[src/rtl/fetch_sequencer.sv]
// rtl/fetch_sequencer.sv - Y86-64 byte-serial instruction fetch sequencer with valid/ready delivery
module fetch_sequencer #(
    parameter int MEM_BYTES = 1024
) (
    input  logic        clk,
    input  logic        rst_n,
    input  logic        start,
    input  logic [63:0] start_pc,
    output logic        mem_req,
    output logic [63:0] mem_addr,
    input  logic        mem_ack,
    input  logic [7:0]  mem_rdata,
    output logic        instr_valid,
    input  logic        instr_ready,
    output logic [0:79] current_instruction,
    output logic [63:0] instr_pc,
    output logic [3:0]  instr_len,
    input  logic        pc_update_valid,
    input  logic [63:0] pc_next,
    output logic        busy,
    output logic        halted,
    output logic        err_instr,
    output logic        err_addr
);

    typedef enum logic [2:0] {IDLE, FETCH, DELIVER, WAIT_PC, HALT, ERROR} state_t;

    state_t      state, state_next;
    logic [63:0] pc;
    logic [3:0]  idx;
    logic [3:0]  len;
    logic [0:79] instr_buf;
    logic [64:0] fetch_sum;
    logic        addr_oob;
    logic [3:0]  dec_len;
    logic [3:0]  cur_len;
    logic        bad_icode;
    logic        byte_last;
    logic        idle_like;

    // 65-bit sum so a wrap past 2^64 still counts as out of range
    assign fetch_sum = {1'b0, pc} + {61'd0, idx};
    assign addr_oob  = fetch_sum > 65'(MEM_BYTES - 1);

    always_comb begin
        dec_len = 4'd0;
        case (mem_rdata[7:4])
            4'h0, 4'h1, 4'h9:       dec_len = 4'd1;
            4'h2, 4'h6, 4'hA, 4'hB: dec_len = 4'd2;
            4'h7, 4'h8:             dec_len = 4'd9;
            4'h3, 4'h4, 4'h5:       dec_len = 4'd10;
            default:                dec_len = 4'd0;
        endcase
    end

    assign bad_icode = (idx == 4'd0) && (dec_len == 4'd0);
    assign cur_len   = (idx == 4'd0) ? dec_len : len;
    assign byte_last = (idx + 4'd1) == cur_len;
    assign idle_like = (state == IDLE) || (state == HALT) || (state == ERROR);

    always_ff @(posedge clk or negedge rst_n) begin
        if (!rst_n) state <= IDLE;
        else        state <= state_next;
    end

    always_comb begin
        state_next = state;
        mem_req    = 1'b0;
        case (state)
            IDLE, HALT, ERROR: if (start) state_next = FETCH;
            FETCH: begin
                if (addr_oob) begin
                    state_next = ERROR;
                end else begin
                    mem_req = 1'b1;
                    if (mem_ack) begin
                        if (bad_icode)      state_next = ERROR;
                        else if (byte_last) state_next = DELIVER;
                    end
                end
            end
            DELIVER: if (instr_ready) state_next = (instr_buf[0 +: 4] == 4'h0) ? HALT : WAIT_PC;
            WAIT_PC: if (pc_update_valid) state_next = FETCH;
            default: state_next = IDLE;
        endcase
    end

    always_ff @(posedge clk or negedge rst_n) begin
        if (!rst_n) begin
            pc        <= '0;
            idx       <= '0;
            len       <= '0;
            instr_buf <= '0;
            halted    <= 1'b0;
            err_instr <= 1'b0;
            err_addr  <= 1'b0;
        end else begin
            case (state)
                IDLE, HALT, ERROR: begin
                    if (start) begin
                        pc        <= start_pc;
                        idx       <= '0;
                        len       <= '0;
                        instr_buf <= '0;
                        halted    <= 1'b0;
                        err_instr <= 1'b0;
                        err_addr  <= 1'b0;
                    end
                end
                FETCH: begin
                    if (addr_oob) begin
                        err_addr <= 1'b1;
                    end else if (mem_ack) begin
                        if (bad_icode) begin
                            err_instr <= 1'b1;
                        end else begin
                            instr_buf[{idx, 3'b000} +: 8] <= mem_rdata;
                            if (idx == 4'd0) len <= dec_len;
                            if (!byte_last)  idx <= idx + 4'd1;
                        end
                    end
                end
                DELIVER: if (instr_ready && instr_buf[0 +: 4] == 4'h0) halted <= 1'b1;
                WAIT_PC: begin
                    if (pc_update_valid) begin
                        pc        <= pc_next;
                        idx       <= '0;
                        len       <= '0;
                        instr_buf <= '0;
                    end
                end
                default: ;
            endcase
        end
    end

    assign mem_addr            = fetch_sum[63:0];
    assign instr_valid         = (state == DELIVER);
    assign busy                = !idle_like;
    assign current_instruction = instr_buf;
    assign instr_pc            = pc;
    assign instr_len           = len;

endmodule
[config.mk]
export PLATFORM = sky130hd
export DESIGN_NAME = fetch_sequencer
export DESIGN_NICKNAME = d
export VERILOG_FILES = /design/src/rtl/fetch_sequencer.sv
export SDC_FILE = /design/constraint.sdc
export NUM_CORES = 1
export LEC_CHECK = 0
export CORE_ASPECT_RATIO = 0.9
export CORE_MARGIN = 1
export CORE_UTILIZATION = 25
export DETAILED_ROUTE_END_ITERATION = 12
export HOLD_SLACK_MARGIN = 0.1
export RECOVER_POWER = 100
export SLEW_MARGIN = 20
export SYNTH_ARGS = -nofsm -noshare
export SYNTH_HDL_FRONTEND = slang
export SYNTH_SLANG_ARGS = --single-unit
[constraint.sdc]
create_clock -name clk -period 5.67 [get_ports clk]
set_clock_uncertainty 0.15 [all_clocks]
set_input_delay 1.701 -clock clk [delete_from_list [all_inputs] [get_ports clk]]
set_output_delay 1.701 -clock clk [all_outputs]
set_load 0.03 [all_outputs]
==> results.md, run 1 <==
Status:
- The flow ran to the end, but the final reports show violations.
- The final reports fail on capacitance limit, slew limit.

Synth:
- For this run, the number of Yosys warnings is 0.
- The adder-cell share of the synthesized area is 1.489%.
- Counting every net in the synthesized netlist gives 1,234.
- For this run, asynchronously set or reset flops after synthesis account for 100.0%.
- The multiplexer share of the synthesized area is 7.394%.
- Each instance of the synthesized netlist takes up on average 9.017 um2.
- dfrtp_1 takes more of the synthesized area than any other cell.
- The area share of and/or/nand/nor cells after synthesis is 23.85%.
- The register bit count reported by yosys is 158.
- After Yosys synthesis, XOR and XNOR cells account for 5.571% of the synthesized area.
- The post-synth design cell area is 0.009747 mm2.
- The netlist uses 70 different library cells.
- Sorting the synthesized cells by area gives the leading types as dfrtp_1 (41%), mux2i_1 (7.4%), nand2_1 (5.2%), a22o_1 (4.4%), o21ai_0 (3.7%).
- The top cell type by area accounts for 40.56% of the synthesized area.
- Synthesis produced 1,081 cells.
- The leading register cell type out of synthesis is dfrtp_1.
- Summing the sequential cell areas from Yosys gives 40.56% of the chip area.
- By area, the combinational part of the netlist is dominated by simple AND/OR/NAND/NOR gates.
- The synthesized netlist devotes 16.30% of its cell area to compound gates.
- The synthesized design contains 0 enable-type register cells.

Pwr:
- The internal power summed over all cells is 3.435 mW.
- The worst-case vdd ir drop is 0.2231 mV.
- The total power of the final layout is 6.782 mW.
- Of the total power, the share spent switching nets is 49.36%.
- The power density over cell area is 452.2 mW/mm2.
- The register share of total power is 24.9%.
- The share of total power in the clock network is 17.0%.
- The combinational cell fraction of total power is 58.1%.
- The switching power is 3.347 mW.
- In this run the static leakage power is 6.267 nW.

GRT:
- The via count of the first global-routing pass was 9,694.
- The overall global routing resource usage is 21.09%.
- Summed over all layers, the global routing overflow is 0.
- The maximum number of pins on one net before global-route repair is 88.
- The global-route wire length before repair is 63,220 um.
- The number of antenna violations at the first check in global routing came to 2.

Timing:
- In this run the tightest slew margin relative to its limit is -60.77%.
- At the pin with the least slew margin, the transition time is 2412 ps.
- Hold is met by 337.5 ps.
- The final setup violation count is 0.
- Setup repair after global routing could not meet its margin everywhere.
- The number of endpoints with negative hold slack in the final report is 0.
- In the post-route analysis, the smallest setup slack over all paths is 115.3 ps.
- The post-route minimum period is 5555 ps.
- Derived from the worst setup path, the maximum achievable clock frequency is 0.1800 GHz.
- The final cycle utilization of the critical path is 97.97%.
- The max-slew violation count was 185.

Layout:
- The area used by multi-input combinational logic is 0.005456 mm2.
- The sequential standard cell area is 0.003955 mm2.
- The final-layout fill cell count is 3,899.
- The area overhead of the layout relative to synthesis is 53.88%.
- The final net count is 1,620.
- In the final layout, the share of cells above drive strength 1 is 10.88%.

Setup path:
- The largest delay contributor family on the critical path is simple AND/OR/NAND/NOR gates.
- For the worst setup path, the data required time is 3820 ps.
- For the worst setup path, the data arrival time is 3700 ps.
- Walking the worst path, the cells encountered are ha_2, a21oi_2, and2_4, or4_1, o31a_1, nor4_1, nand4b_1, nor4_4, nand3_2, nor2_1, buf_4.
- The critical-path cell with the highest stage delay is or4_1.
- The worst setup path category is reg -> out.
- The type of element launching the critical path is a register.
- Along the worst path, the maximum fanout reaches 8.
- STA classifies the critical path endpoint as an output port.
- The count of buffering cells on the critical path with inverters included is 1.
- The biggest cell delay along the critical path is 600 ps.

Placement:
- The post-placement worst setup slack is 239.0 ps.
- After legalization and detailed placement, the total HPWL measured 33,110 um.
- The total of buffers placed on input and output ports is 359.
- Routability-driven placement finished with a final weighted congestion of 0.9124.

Route:
- For this block, the initial DRC count from the detailed router was 818.
- The number of iterations in the first detailed-routing pass is 5.
- The detail-routed net length per standard cell is 20.98 um.
- For this block, the routed nets add up to 42,090 um of wire.
- In the routed design, unresolved DRC markers number 0.
- The number of nets with antenna violations after routing is 0.
- The vias after detailed routing is 10,048.
- The vias per cell is 5.009.

CTS:
- For this design, the sink count on the clock tree is 158.
- The number of CTS-inserted buffers is 17.
- CTS placed an instance of clkbuf_16 at the clock tree root.
- The clock-pin slew reported for the worst setup and hold paths after clock tree synthesis is 70 ps.
- The hold buffer count at CTS is 0.
- The number of levels in the clock H-tree is 4.
- The maximum clock path buffer count is 2.
- TritonCTS built the clock tree.
- The later pin in the worst-skew pair is clocked with a latency of 440 ps.

Floorplanning:
- The floorplan has 68 rows.
- The number of placed I/O pins is 360.
- The horizontal die dimension is 210.1 um.
- For this configuration, the core starts out at a cell density of 25.40%.
- The floorplan step set the die height to 189.3 um.
- The total area inside the core boundary comes to 0.03837 mm2.
- The die covers 0.03978 mm2.

Flow run:
- The number of violations of the max-capacitance limit is 3.

Hold path:
- The worst hold path belongs to the class reg -> reg.
## logic make-up after synthesis
kind of cell | count (synthesis)
multiplexers | 72
buffers and inverters | 118
XOR/XNOR | 62
AO/OA/AOI/OAI | 219
adder cells (fa/ha/maj) | 11
AND/OR/NAND/NOR | 441
flip-flops | 158
## final cells by class
cell class | instances | area share, %
antenna | 1 | 0.01668
clock buffer | 19 | 2.953
inverter | 51 | 1.276
multi-input combinational | 805 | 36.38
timing repair buffer | 434 | 27.81
clock inverter | 13 | 0.8176
sequential | 158 | 26.37
tap | 525 | 4.380
## Yosys cell counts, types with 10 or more instances
master,count
o21ai_0,72
xnor2_1,39
dfrtp_1,158
inv_1,51
nand3_1,53
mux2i_1,72
buf_2,14
nor4_1,28
nor3_1,34
ha_1,10
and2_1,16
xor2_1,23
nor2_1,65
and3_1,16
o2bb2ai_1,16
a2bb2o_1,16
nand4_1,33
a21oi_1,12
a22o_1,49
and4_1,11
nand2_1,134
clkbuf_1,42
## cell usage in the layout, fill, tap and decap left out, drive strengths merged, types with 23 or more instances in the layout
master	instances
dfrtp	158
nand2	135
a22o	49
nand4	34
clkbuf	23
o21ai	74
nor2	65
nor3	37
inv	59
clkdlybuf4s50	204
nand3	54
mux2i	72
xor2	23
buf	75
xnor2	39
nor4	32
dlygate4sd3	151
## metal layers
layer	GRT usage (%)	up-vias	wire [um]
met2	31.80	451	18550
met3	5.026	48	3263
li1	-	4709	-
met4	5.924	0	907
met1	29.80	4840	19360
met5	0	-	0
## timing repair
action                     CTS  global route
pin swaps                    0             6
setup endpoints to repair    4             5
setup buffers                0             3
gates resized for setup      6            27
## power groups by stage
stage | clock network (mW) | logic, mW | registers, mW
2_1_floorplan | 0 | 1.57 | 2.18
3_3_place_gp | 0 | 4.03 | 1.70
3_5_place_dp | 0 | 4.01 | 1.71
4_1_cts | 1.19 | 4.03 | 1.69
5_1_grt | 1.23 | 4.18 | 1.73
6_report | 1.15 | 3.94 | 1.69
## flip-flops by register name, summed over array words and instances, names as in the netlist
| name | flops |
|---|---|
| err_addr | 1 |
| halted | 1 |
| current_instruction | 80 |
| idx | 4 |
| state | 3 |
| instr_len | 4 |
| instr_pc | 64 |
| err_instr | 1 |
## path summary, 6_finish.rpt
| path | start | to | slack (ps) | depth (start not counted) |
|---|---|---|---|---|
| min reg2reg | err_instr$_DFFE_PN0P_ | err_instr$_DFFE_PN0P_ | 340 | 1 |
| min in group asynchronous | rst_n | current_instruction[37]$_DFFE_PN0P_ | 1850 | 1 |
| max in group asynchronous | rst_n | instr_pc[49]$_DFFE_PN0P_ | 2110 | 1 |
| max reg2reg | instr_pc[3]$_DFFE_PN0P_ | current_instruction[34]$_DFFE_PN0P_ | 1140 | 12 |
| min | err_instr$_DFFE_PN0P_ | err_instr$_DFFE_PN0P_ | 340 | 1 |
| max | instr_pc[3]$_DFFE_PN0P_ | mem_req | 120 | 11 |
## through the flow
step | util, % | cells | setup TNS (ps) | area, um2
after detailed placement | 37.26 | 1970 | 0 | 14300
final | 39.09 | 2006 | 0 | 15000
after floorplan | - | 1081 | 0 | 9747
after global routing | 39.09 | 2006 | -76.89 | 15000
after CTS | 38.79 | 2002 | -113.8 | 14880
after global placement | 37.26 | 1970 | 0 | 14300
Power figures use the tool's default switching activity.
==> inputs of run 2 (changes only) <==
- ABC_AREA: not set -> 1
- MAX_ROUTING_LAYER: not set -> met4
==> results.md, run 2 <==
Timing:
- Setup repair after global routing left no endpoint under its margin.
- The tightest slew margin relative to the limit is -73.11% (-12 points).
- The total negative slack for setup checks was 0 ps (unchanged).
- The number of endpoints with negative hold slack in the final report is 0 (unchanged).
- The highest clock rate came to 0.1852 GHz (+2.8%).
- The final setup violation count is 0 (unchanged).
- The post-route minimum period is 5401 ps (-153.7 ps).
- The final-layout worst hold slack is 315.4 ps (-22.13 ps).
- The max-slew violation count is 180 (-2.7%).
- The worst-margin pin slew is 2597 ps (+185.2 ps).
- The final cycle utilization of the critical path is 95.26% (-2.7 points).

GRT:
- The overall global routing resource usage came to 23.04% (+1.9 points).
- The number of antenna violations at the first check in global routing is 3 (+1).
- The maximum number of pins on one net before global-route repair is 97 (+10%).
- The via count of the first global-routing pass came to 11,898 (+23%).
- The sum of overflow across all layers after global routing is 0 (unchanged).
- The global-route wire length before repair is 74,640 um (+18%).

Route:
- The top layer reached by signal wires is met4.
- The number of nets with antenna violations after routing came to 0 (unchanged).
- The routed metal-1 wirelength is 23,190 um (+20%).
- The first-iteration detailed-routing DRC count is 980 (+20%).
- The detailed-routed wire length on met3 is 3078 um (-5.7%).
- The total met2 wirelength after detailed routing came to 22,350 um (+20%).
- The vias per cell is 4.867 (-2.8%).
- The number of design rule violations left after detail routing was 0 (unchanged).
- The vias after detailed routing is 12,246 (+22%).
- The number of iterations in the first detailed-routing pass was 5 (unchanged).
- The wire length after detailed routing came to 50,020 um (+19%).
- The detail-routed net length per standard cell is 19.88 um (-5.2%).

CTS:
- The number of levels in the clock H-tree is 4 (unchanged).
- TritonCTS built the clock tree.
- The maximum clock path buffer count is 2 (unchanged).
- The insertion delay to the later sink of the worst-skew pair is 460 ps (+20 ps).
- The total clock sinks came to 158 (unchanged).
- The clock-pin slew reported for the worst setup and hold paths after clock tree synthesis was 70 ps (about the same).
- The cell chosen for the clock root is clkbuf_16.
- The number of CTS-inserted buffers was 17 (unchanged).

Setup path:
- In this run the worst setup path begins at instr_pc[0]$_DFFE_PN0P_.
- The internal reg-to-reg setup slack was 460 ps (-680 ps).
- The maximum fanout count along the critical path is 6 (-2).
- The length in cells of the worst reg-to-reg path is 19 (+7).
- The worst setup path is launched from a register.
- The required arrival time at the worst endpoint is 3820 ps (about the same).
- The source of the worst register-to-register timing path is instr_pc[0]$_DFFE_PN0P_.
- The end of the worst register-to-register path is current_instruction[24]$_DFFE_PN0P_.
- The arrival time at the worst endpoint is 3550 ps (-150 ps).
- The worst setup path category is reg -> out.
- The type of destination of the critical path is an output port.

Hold path:
- The tightest min-delay check is of the reg -> reg type.
- The number of cells on the worst hold path is 2 (+1).
- The start point of the worst hold path is current_instruction[59]$_DFFE_PN0P_.
- The worst hold path terminates at current_instruction[59]$_DFFE_PN0P_.

Floorplanning:
- The height of the die was 200.3 um (+5.8%).
- The count of standard-cell rows came to 72 (+5.9%).
- The area of the placeable core is 0.04306 mm2 (+12%).
- The total die area is 0.04451 mm2 (+12%).
- The effective utilization at floorplan is 25.35% (-0.047 points).
- The number of placed I/O pins came to 360 (unchanged).
- The horizontal die dimension was 222.3 um (+5.8%).

Synth:
- The number of enable-type register cells in the synthesized netlist is 0 (unchanged).
- The sequential fraction of the synthesis area was 36.21% (-4.4 points).
- The largest area contributor in the netlist is dfrtp_1.
- The area share of the largest cell type after synthesis was 36.21% (-4.4 points).
- The number of distinct library cell variants in the gate-level netlist after synthesis is 40 (-43%).
- The async set-reset flop share out of synthesis is 100.0% (unchanged).
- The post-synth design cell area is 0.01092 mm2 (+12%).
- The net count after synthesis is 1,754 (+42%).
- Yosys attributes the largest share of cell area to dfrtp_1 (36%), nand2_1 (18%), nor2_1 (7.7%), nand4_1 (6.0%), inv_1 (4.4%).
- The register bit count reported by yosys came to 158 (unchanged).
- Ranked by instance count, the synthesized netlist is headed by nand2_1 (516), nor2_1 (223), dfrtp_1 (158), inv_1 (128), nand4_1 (105).
- The total of warnings raised by yosys came to 0 (unchanged).
- The gate count of the mapped netlist came to 1,601 (+48%).
- The mean cell area of the mapped netlist is 6.819 um2 (-24%).
- Among all flip-flop cells after synthesis, the most frequent one is dfrtp_1.
- The most frequently used cell type in the post-synthesis netlist is nand2_1.

Layout:
- Relative to the synthesized area, the layout overhead comes to 42.40%.
- The fraction of layout cells with a size suffix above 1 came to 8.938% (-1.9 points).
- The most common cell after layout, fill and taps aside is nand2_1.
- In the layout the commonest cells are nand2_1 (514), nor2_1 (221), dlygate4sd3_1 (218).
- The number of flip-flops in the largest register is 80 (unchanged).
- The final-layout fill cell count is 4,595 (+18%).
- The final net count is 2,098 (+30%).

Status:
- The flow ran to the end, but the final reports show violations.
- The final reports fail on capacitance limit, slew limit.

Placement:
- The placed wire-length estimate is 40,580 um (+23%).
- The total of buffers placed on input and output ports is 359 (unchanged).
- The global placer's final weighted congestion is 0.9676 (+6.0%).

Flow run:
- The number of violations of the max-capacitance limit is 4 (+1).

Pwr:
- The power density over cell area is 509.2 mW/mm2 (+13%).
- The leakage power was 7.208 nW (+15%).
- The worst-case vdd ir drop is 0.2573 mV (+15%).
- The total power of the final layout was 7.916 mW (+17%).
==> run 2: changes by cell type after synthesis, sizes merged, moves of 49 or more <==
cell and delta:
nand2 +393, or2 +58, nand4 +81, a22o -49
nor2 +186, mux2i -72, o211ai +52, inv +84
==> run 2: cell type report <==
cell class	instances	area [um2]	share of cell area [%]
antenna	3	7.507	0.04829
sequential	158	3954	25.43
tap	555	694.4	4.466
timing repair buffer	381	3760	24.18
multi-input combinational	1250	6061	38.98
inverter	137	514.2	3.308
clock inverter	13	113.9	0.7323
clock buffer	19	442.9	2.849
==> run 2: worst max path at each step <==
stage,end,slack (ps)
after floorplan,mem_req,810
after global placement,mem_req,640
after detailed placement,mem_req,610
after CTS,mem_req,90
after global routing,mem_req,20
final,mem_req,270
==> run 2: cells by family after synthesis <==
| group | synth area share (%) |
|---|---|
| flops | 36.21 |
| simple gates | 44.20 |
| buf+inv | 7.346 |
| compound gates | 9.386 |
| xor+xnor | 1.524 |
| fa+ha+maj | 1.329 |
==> run 2: what timing repair did <==
action                     in CTS  in global routing
setup endpoints to repair       0                  1
gates resized for setup         0                  6
setup buffers                   0                  2
hold buffers                    0                  0
==> run 2: critical path: stages (launching register included) <==
cell     delay [ps]
dfrtp_1         390
ha_1            270
fa_1            460
nand3_1         110
nand3_2         180
nand3_2         270
xor2_1          160
inv_1            60
nor3_1          320
nand3_1         230
nor2_4          160
nand3_1         140
nor2_2          170
buf_12          150
==> run 2: stage by stage <==
| stage | cell area [um2] | std cells | worst slack, ps | util (%) |
|---|---|---|---|---|
| after floorplan | 10920 | 1601 | 811.6 | - |
| after global placement | 15150 | 2479 | 636.4 | 35.17 |
| after detailed placement | 15150 | 2479 | 610.9 | 35.17 |
| after CTS | 15700 | 2511 | 89.78 | 36.47 |
| after global routing | 15550 | 2516 | 15.35 | 36.11 |
| final | 15550 | 2516 | 269.0 | 36.11 |
==> run 2: layer usage <==
| layer | vias up | global-route usage, % |
|---|---|---|
| li1 | 5954 | - |
| met1 | 5821 | 30.66 |
| met2 | 403 | 34.87 |
| met3 | 68 | 4.415 |
| met4 | 0 | 7.788 |
| met5 | - | - |
==> run 2: power by group <==
| part | internal (mW) | switching [mW] | total, mW |
|---|---|---|---|
| Sequential | 1.44 | 0.474 | 1.91 |
| Combinational | 1.47 | 3.41 | 4.88 |
| Clock | 0.587 | 0.543 | 1.13 |
| Total | 3.49 | 4.42 | 7.92 |
